## src/rtl/dmem_lsu_ctrl.sv

```systemverilog
// Load/store sequencer for a word-wide, synchronous-read data memory.
// Accepts one request at a time, decodes RISC-V funct3 for byte, half and
// word accesses, merges sub-word stores into the existing word and
// sign/zero-extends loads. Bad accesses are answered without touching memory.
module dmem_lsu_ctrl #(
  parameter int MEM_WORDS = 64
) (
  input  logic        clk,
  input  logic        rst,
  input  logic        req_valid,
  output logic        req_ready,
  input  logic        req_we,
  input  logic [2:0]  req_funct3,
  input  logic [31:0] req_addr,
  input  logic [31:0] req_wdata,
  output logic        resp_valid,
  output logic        resp_err,
  output logic [31:0] resp_rdata,
  output logic        mem_we,
  output logic [31:0] mem_a,
  output logic [31:0] mem_wd,
  input  logic [31:0] mem_rd
);

  localparam logic [31:0] LP_WORDS = 32'(MEM_WORDS);

  typedef enum logic [2:0] {
    S_IDLE,
    S_READ,
    S_LOAD,
    S_MERGE,
    S_WRITE,
    S_RESP
  } state_t;

  state_t      r_state;
  logic        r_req_ready;
  logic        r_resp_valid;
  logic        r_resp_err;
  logic [31:0] r_resp_rdata;
  logic [31:0] r_mem_a;
  logic [31:0] r_mem_wd;
  logic        r_we;
  logic [2:0]  r_funct3;
  logic [1:0]  r_lane;
  logic [15:0] r_wdata;

  logic        w_f3_ok;
  logic        w_misaligned;
  logic        w_out_of_range;
  logic        w_err;
  logic [4:0]  w_shift;
  logic [31:0] w_rd_shifted;
  logic [7:0]  w_byte;
  logic [15:0] w_half;
  logic [31:0] w_load;
  logic [31:0] w_mask;
  logic [31:0] w_ins;
  logic [31:0] w_merged;

  // Classify the incoming request; funct3 legality outranks alignment, which outranks range.
  always_comb begin
    w_f3_ok = 1'b0;
    if (req_we) begin
      w_f3_ok = (req_funct3 == 3'b000) || (req_funct3 == 3'b001) || (req_funct3 == 3'b010);
    end else begin
      w_f3_ok = (req_funct3 == 3'b000) || (req_funct3 == 3'b001) || (req_funct3 == 3'b010) ||
                (req_funct3 == 3'b100) || (req_funct3 == 3'b101);
    end
    w_misaligned   = ((req_funct3[1:0] == 2'b01) && req_addr[0]) ||
                     ((req_funct3[1:0] == 2'b10) && (req_addr[1:0] != 2'b00));
    w_out_of_range = ({2'b00, req_addr[31:2]} >= LP_WORDS);
    w_err          = !w_f3_ok || w_misaligned || w_out_of_range;
  end

  // Extract and extend the addressed lane of the returned memory word.
  always_comb begin
    w_shift      = {r_lane, 3'b000};
    w_rd_shifted = mem_rd >> w_shift;
    w_byte       = w_rd_shifted[7:0];
    w_half       = r_lane[1] ? mem_rd[31:16] : mem_rd[15:0];
    case (r_funct3)
      3'b000:  w_load = {{24{w_byte[7]}}, w_byte};
      3'b001:  w_load = {{16{w_half[15]}}, w_half};
      3'b100:  w_load = {24'h000000, w_byte};
      3'b101:  w_load = {16'h0000, w_half};
      default: w_load = mem_rd;
    endcase
  end

  // Replace the addressed byte/half of the returned word with the store data.
  always_comb begin
    if (r_funct3[1:0] == 2'b00) begin
      w_mask = 32'h0000_00FF << w_shift;
      w_ins  = {24'h000000, r_wdata[7:0]} << w_shift;
    end else begin
      w_mask = 32'h0000_FFFF << {r_lane[1], 4'b0000};
      w_ins  = {16'h0000, r_wdata} << {r_lane[1], 4'b0000};
    end
    w_merged = (mem_rd & ~w_mask) | (w_ins & w_mask);
  end

  // Request sequencer with registered handshake, response and memory outputs.
  always_ff @(posedge clk) begin
    if (rst) begin
      r_state      <= S_IDLE;
      r_req_ready  <= 1'b1;
      r_resp_valid <= 1'b0;
      r_resp_err   <= 1'b0;
      r_resp_rdata <= 32'h0;
      r_mem_a      <= 32'h0;
      r_mem_wd     <= 32'h0;
      r_we         <= 1'b0;
      r_funct3     <= 3'b000;
      r_lane       <= 2'b00;
      r_wdata      <= 16'h0;
    end else begin
      case (r_state)
        S_IDLE: begin
          if (req_valid) begin
            r_req_ready <= 1'b0;
            r_we        <= req_we;
            r_funct3    <= req_funct3;
            r_lane      <= req_addr[1:0];
            r_wdata     <= req_wdata[15:0];
            r_mem_a     <= {req_addr[31:2], 2'b00};
            if (w_err) begin
              r_resp_valid <= 1'b1;
              r_resp_err   <= 1'b1;
              r_resp_rdata <= 32'h0;
              r_state      <= S_RESP;
            end else if (req_we && (req_funct3 == 3'b010)) begin
              r_mem_wd <= req_wdata;
              r_state  <= S_WRITE;
            end else begin
              r_state <= S_READ;
            end
          end
        end
        S_READ: begin
          r_state <= r_we ? S_MERGE : S_LOAD;
        end
        S_LOAD: begin
          r_resp_valid <= 1'b1;
          r_resp_err   <= 1'b0;
          r_resp_rdata <= w_load;
          r_state      <= S_RESP;
        end
        S_MERGE: begin
          r_mem_wd <= w_merged;
          r_state  <= S_WRITE;
        end
        S_WRITE: begin
          r_resp_valid <= 1'b1;
          r_resp_err   <= 1'b0;
          r_resp_rdata <= 32'h0;
          r_state      <= S_RESP;
        end
        S_RESP: begin
          r_resp_valid <= 1'b0;
          r_req_ready  <= 1'b1;
          r_state      <= S_IDLE;
        end
        default: begin
          r_resp_valid <= 1'b0;
          r_req_ready  <= 1'b1;
          r_state      <= S_IDLE;
        end
      endcase
    end
  end

  // Write enable is gated by reset so a reset cycle can never commit a store.
  assign mem_we     = (r_state == S_WRITE) && !rst;
  assign mem_a      = r_mem_a;
  assign mem_wd     = r_mem_wd;
  assign req_ready  = r_req_ready;
  assign resp_valid = r_resp_valid;
  assign resp_err   = r_resp_err;
  assign resp_rdata = r_resp_rdata;

endmodule

```

## config.mk

```make
export PLATFORM = sky130hd
export DESIGN_NAME = dmem_lsu_ctrl
export DESIGN_NICKNAME = d
export VERILOG_FILES = /design/src/rtl/dmem_lsu_ctrl.sv
export SDC_FILE = /design/constraint.sdc
export NUM_CORES = 1
export LEC_CHECK = 0
export BUFFER_PORTS_ARGS = -buffer_cell sky130_fd_sc_hd__buf_4
export CORE_ASPECT_RATIO = 1.4
export CORE_MARGIN = 3
export CORE_UTILIZATION = 50
export DETAILED_ROUTE_END_ITERATION = 16
export PLACE_DENSITY = 0.8
export SLEW_MARGIN = 20
export SYNTH_ARGS = -nofsm -noshare
export SYNTH_HDL_FRONTEND = slang
export SYNTH_SLANG_ARGS = --single-unit
```

## constraint.sdc

```tcl
create_clock -name clk -period 2.09 [get_ports clk]
set_input_delay 0.209 -clock clk [delete_from_list [all_inputs] [get_ports clk]]
set_output_delay 0.209 -clock clk [all_outputs]
set_load 0.05 [all_outputs]
```

==> results.sh <==
export IMPL_viasPerCell=5.91
export IMPL_clkTransAtPathRegs_ns=0.05
export IMPL_syn2layout_area_growth_pct=40.9
export IMPL_start_util_pct=51.5
export IMPL_vias=6321
export IMPL_antenna_found_initial=0
export IMPL_cpMostUsedCell="o21ai_0"
export IMPL_clk_latency_ns=0.41
export IMPL_crit_chain="buf_4, nor4_1, nand4_1, o41a_1, buf_12, o21ai_0, o21ai_0"
export IMPL_fill_cells=870
export IMPL_grt_pass1_vias=6272
export IMPL_hold_path_class="in -> reg"
export IMPL_rsz0062_at_grt="false"
export IMPL_grt_max_degree=60
export IMPL_slew_headroom_pct=49.0
export IMPL_synth_top_area_share_pct=41.6
export IMPL_synth_cell_types=51
export IMPL_dieArea_um2=13100
export IMPL_worst_pin_slew_ns=0.760
export IMPL_crit_slowest_cell="o41a_1"
export IMPL_finalClockSkew_ns=0.00726
export IMPL_dr_pass1_iters=7
export IMPL_max_freq_mhz=489
export IMPL_dp_worst_setup_slack_ns=-0.371
export IMPL_setup_viol=0
export IMPL_drive_above_1_share_pct=31.7
export IMPL_cts_max_level=4
export IMPL_rows=46
export IMPL_synth_edf_count=0
export IMPL_cap_viol_max_count=0
export IMPL_antenna_cells=0
export IMPL_leakage_uw=0.00357
export IMPL_cts_tree="done"
export IMPL_arrival_ns=2.32
export IMPL_ys_seq_elements=122
export IMPL_powerDensity_nw_per_um2=884
export IMPL_finalHoldViolCount=0
export IMPL_hpwlAfterDp_um=14900
export IMPL_gp_congestion=0.951
export IMPL_required_ns=2.37
export IMPL_finalCriticalPeriod_ns=2.04
export IMPL_ios=203
export IMPL_layout_common_cells="235 x buf_4, 140 x nand2_1, 122 x dfxtp_1"
export IMPL_startpoint_type="input pin"
export IMPL_coreArea_um2=11400
export IMPL_synthArstFlopShare_pct=0
export IMPL_grt_total_usage_pct=29.5
export IMPL_slowest_delay_ns=0.61
export IMPL_worstSetupPathType="in -> reg"
export IMPL_endpoint_kind="register"
export IMPL_outcome="finished, final reports clean"
export IMPL_synth_top_area_cell="dfxtp_1"
export IMPL_grt_overflow_total=0
export IMPL_drt_total_wl_um=20000
export IMPL_initialDrtViolationCount=564
export IMPL_drtAntennaViolNets=0
export IMPL_max_vdd_ir_drop_mv=0.618
export IMPL_avgSynthCellArea_um2=8.15
export IMPL_cts_sinks=122
export IMPL_root_buffer="clkbuf_16"
export IMPL_grt_pass1_wl_um=31100
export IMPL_clockBufferDepth=2
export IMPL_port_buffers=200
export IMPL_yosys_warnings=0
export IMPL_wl_per_cell_um=18.7
export IMPL_cts_post_setup_buffers_inserted=0
export IMPL_drc=0
export IMPL_post_route_period_util_pct=97.8
export IMPL_layout_setup_ws_ns=0.0464
export IMPL_layout_commonest_cell="buf_4"
export IMPL_nNetsFinal=1016
export IMPL_holdWs_ns=0.0431
export IMPL_ys_seq_area_share_pct=41.6
export IMPL_synthCells=721
export IMPL_ys_flop_type="dfxtp_1"
export IMPL_path_max_fanout=16
export IMPL_die_h_um=134
export IMPL_drv_slew=0
export IMPL_die_x_um=97.6
export IMPL_cts_buffers=17
export IMPL_mappedNetlistArea_um2=5870
export IMPL_netlist_top_cells_area="dfxtp_1 42%, nand2_1 8.9%, a21oi_1 7.8%"
synth_stat cells (2+ instances only):
library cell	instances
nor3_1	12
buf_4	3
dfxtp_1	122
mux2i_1	26
o21a_1	8
clkbuf_1	45
o31ai_1	9
buf_2	13
a211oi_1	15
buf_1	4
a21oi_1	91
a211o_1	16
o221ai_1	7
a211oi_2	10
o21ai_1	10
a22o_1	8
nor2b_1	25
nor4_1	8
nor2_1	36
nand2_1	140
a21o_1	2
a221oi_1	3
nand2b_1	4
or3_1	2
buf_6	2
o21bai_1	2
inv_1	5
o22ai_1	9
a31oi_1	15
o21ai_0	33
a221o_1	16
stage by stage:
stage | std cells | total power (uW) | cell area [um^2] | utilization (%) | setup TNS [ns]
2_1_floorplan | 722 | 3620 | 5880 | - | 0
3_3_place_gp | 1038 | 4200 | 7630 | 66.9 | -15.30
3_5_place_dp | 1038 | 4230 | 7630 | 66.9 | -18.15
4_1_cts | 1070 | 7300 | 8270 | 72.6 | 0
5_1_grt | 1070 | 7570 | 8280 | 72.6 | 0
6_report | 1070 | 7320 | 8280 | 72.6 | 0
cell families (layout without fill, tap and decap cells):
kind of cell / Yosys count / in the layout / share of synthesized area (%)
mux: 27 / 27 / 4.81
buf+inv: 72 / 276 / 5.33
simple gates: 237 / 237 / 17.9
other cells: 1 / 2 / 0.0639
flops: 122 / 122 / 41.6
compound gates: 262 / 262 / 30.3
path summary, 6_finish.rpt:
check,slack [ns],end,from,depth (start not counted)
setup / recovery,0.05,mem_wd[3],req_addr[20],7
setup reg to reg,0.15,mem_wd[31],r_lane[1],6
hold / removal,0.04,mem_a[2],req_addr[2],3
hold reg to reg,0.45,resp_rdata[4],resp_rdata[4],2
power by group:
group	switching [uW]	internal (uW)	total, uW
Combinational	1060	593	1650
Sequential	106	2460	2570
Clock	1060	2030	3090
worst max-delay path, delay by kind of cell:
kind,cells,cell delay [ns]
and+or+nand+nor,2,0.91
AOI/OAI and AO/OA,3,0.90
buffers and inverters,2,0.30
layout make-up:
type                       count  area, um^2  share of cell area (%)
multi-input combinational    528        3160                    38.2
clock inverter                10         139                    1.68
timing repair buffer         239        1840                    22.3
clock buffer                  22         494                    5.97
inverter                       5        18.8                   0.227
tap                          144         180                    2.18
sequential                   122        2440                    29.5
routing by layer:
layer / global-route usage (%) / up-vias / share of wire [%]
met3: 7.70 / 65 / 7.5
met2: 53.2 / 321 / 52
met1: 31.6 / 2949 / 36
met4: 14.5 / 0 / 3.8
met5: 0 / - / 0
li1: - / 2986 / -
sequential cells by signal, summed over array words and instances, names as in the netlist, 2 cells and up:
signal and flops:
resp_rdata 32, mem_a 30, r_state 3, r_lane 2, r_wdata 16, mem_wd 32, r_funct3 3
timing repair:
item | 4_1_cts | 5_1_grt
endpoints found under the hold margin | 0 | 0
cloned | 0 | 0
gates resized for setup | 1 | 1
pin swaps | 0 | 0
hold buffers | 0 | 0
endpoints found under the setup margin | 16 | 19
Note: power is estimated with default switching activity, not from simulation.
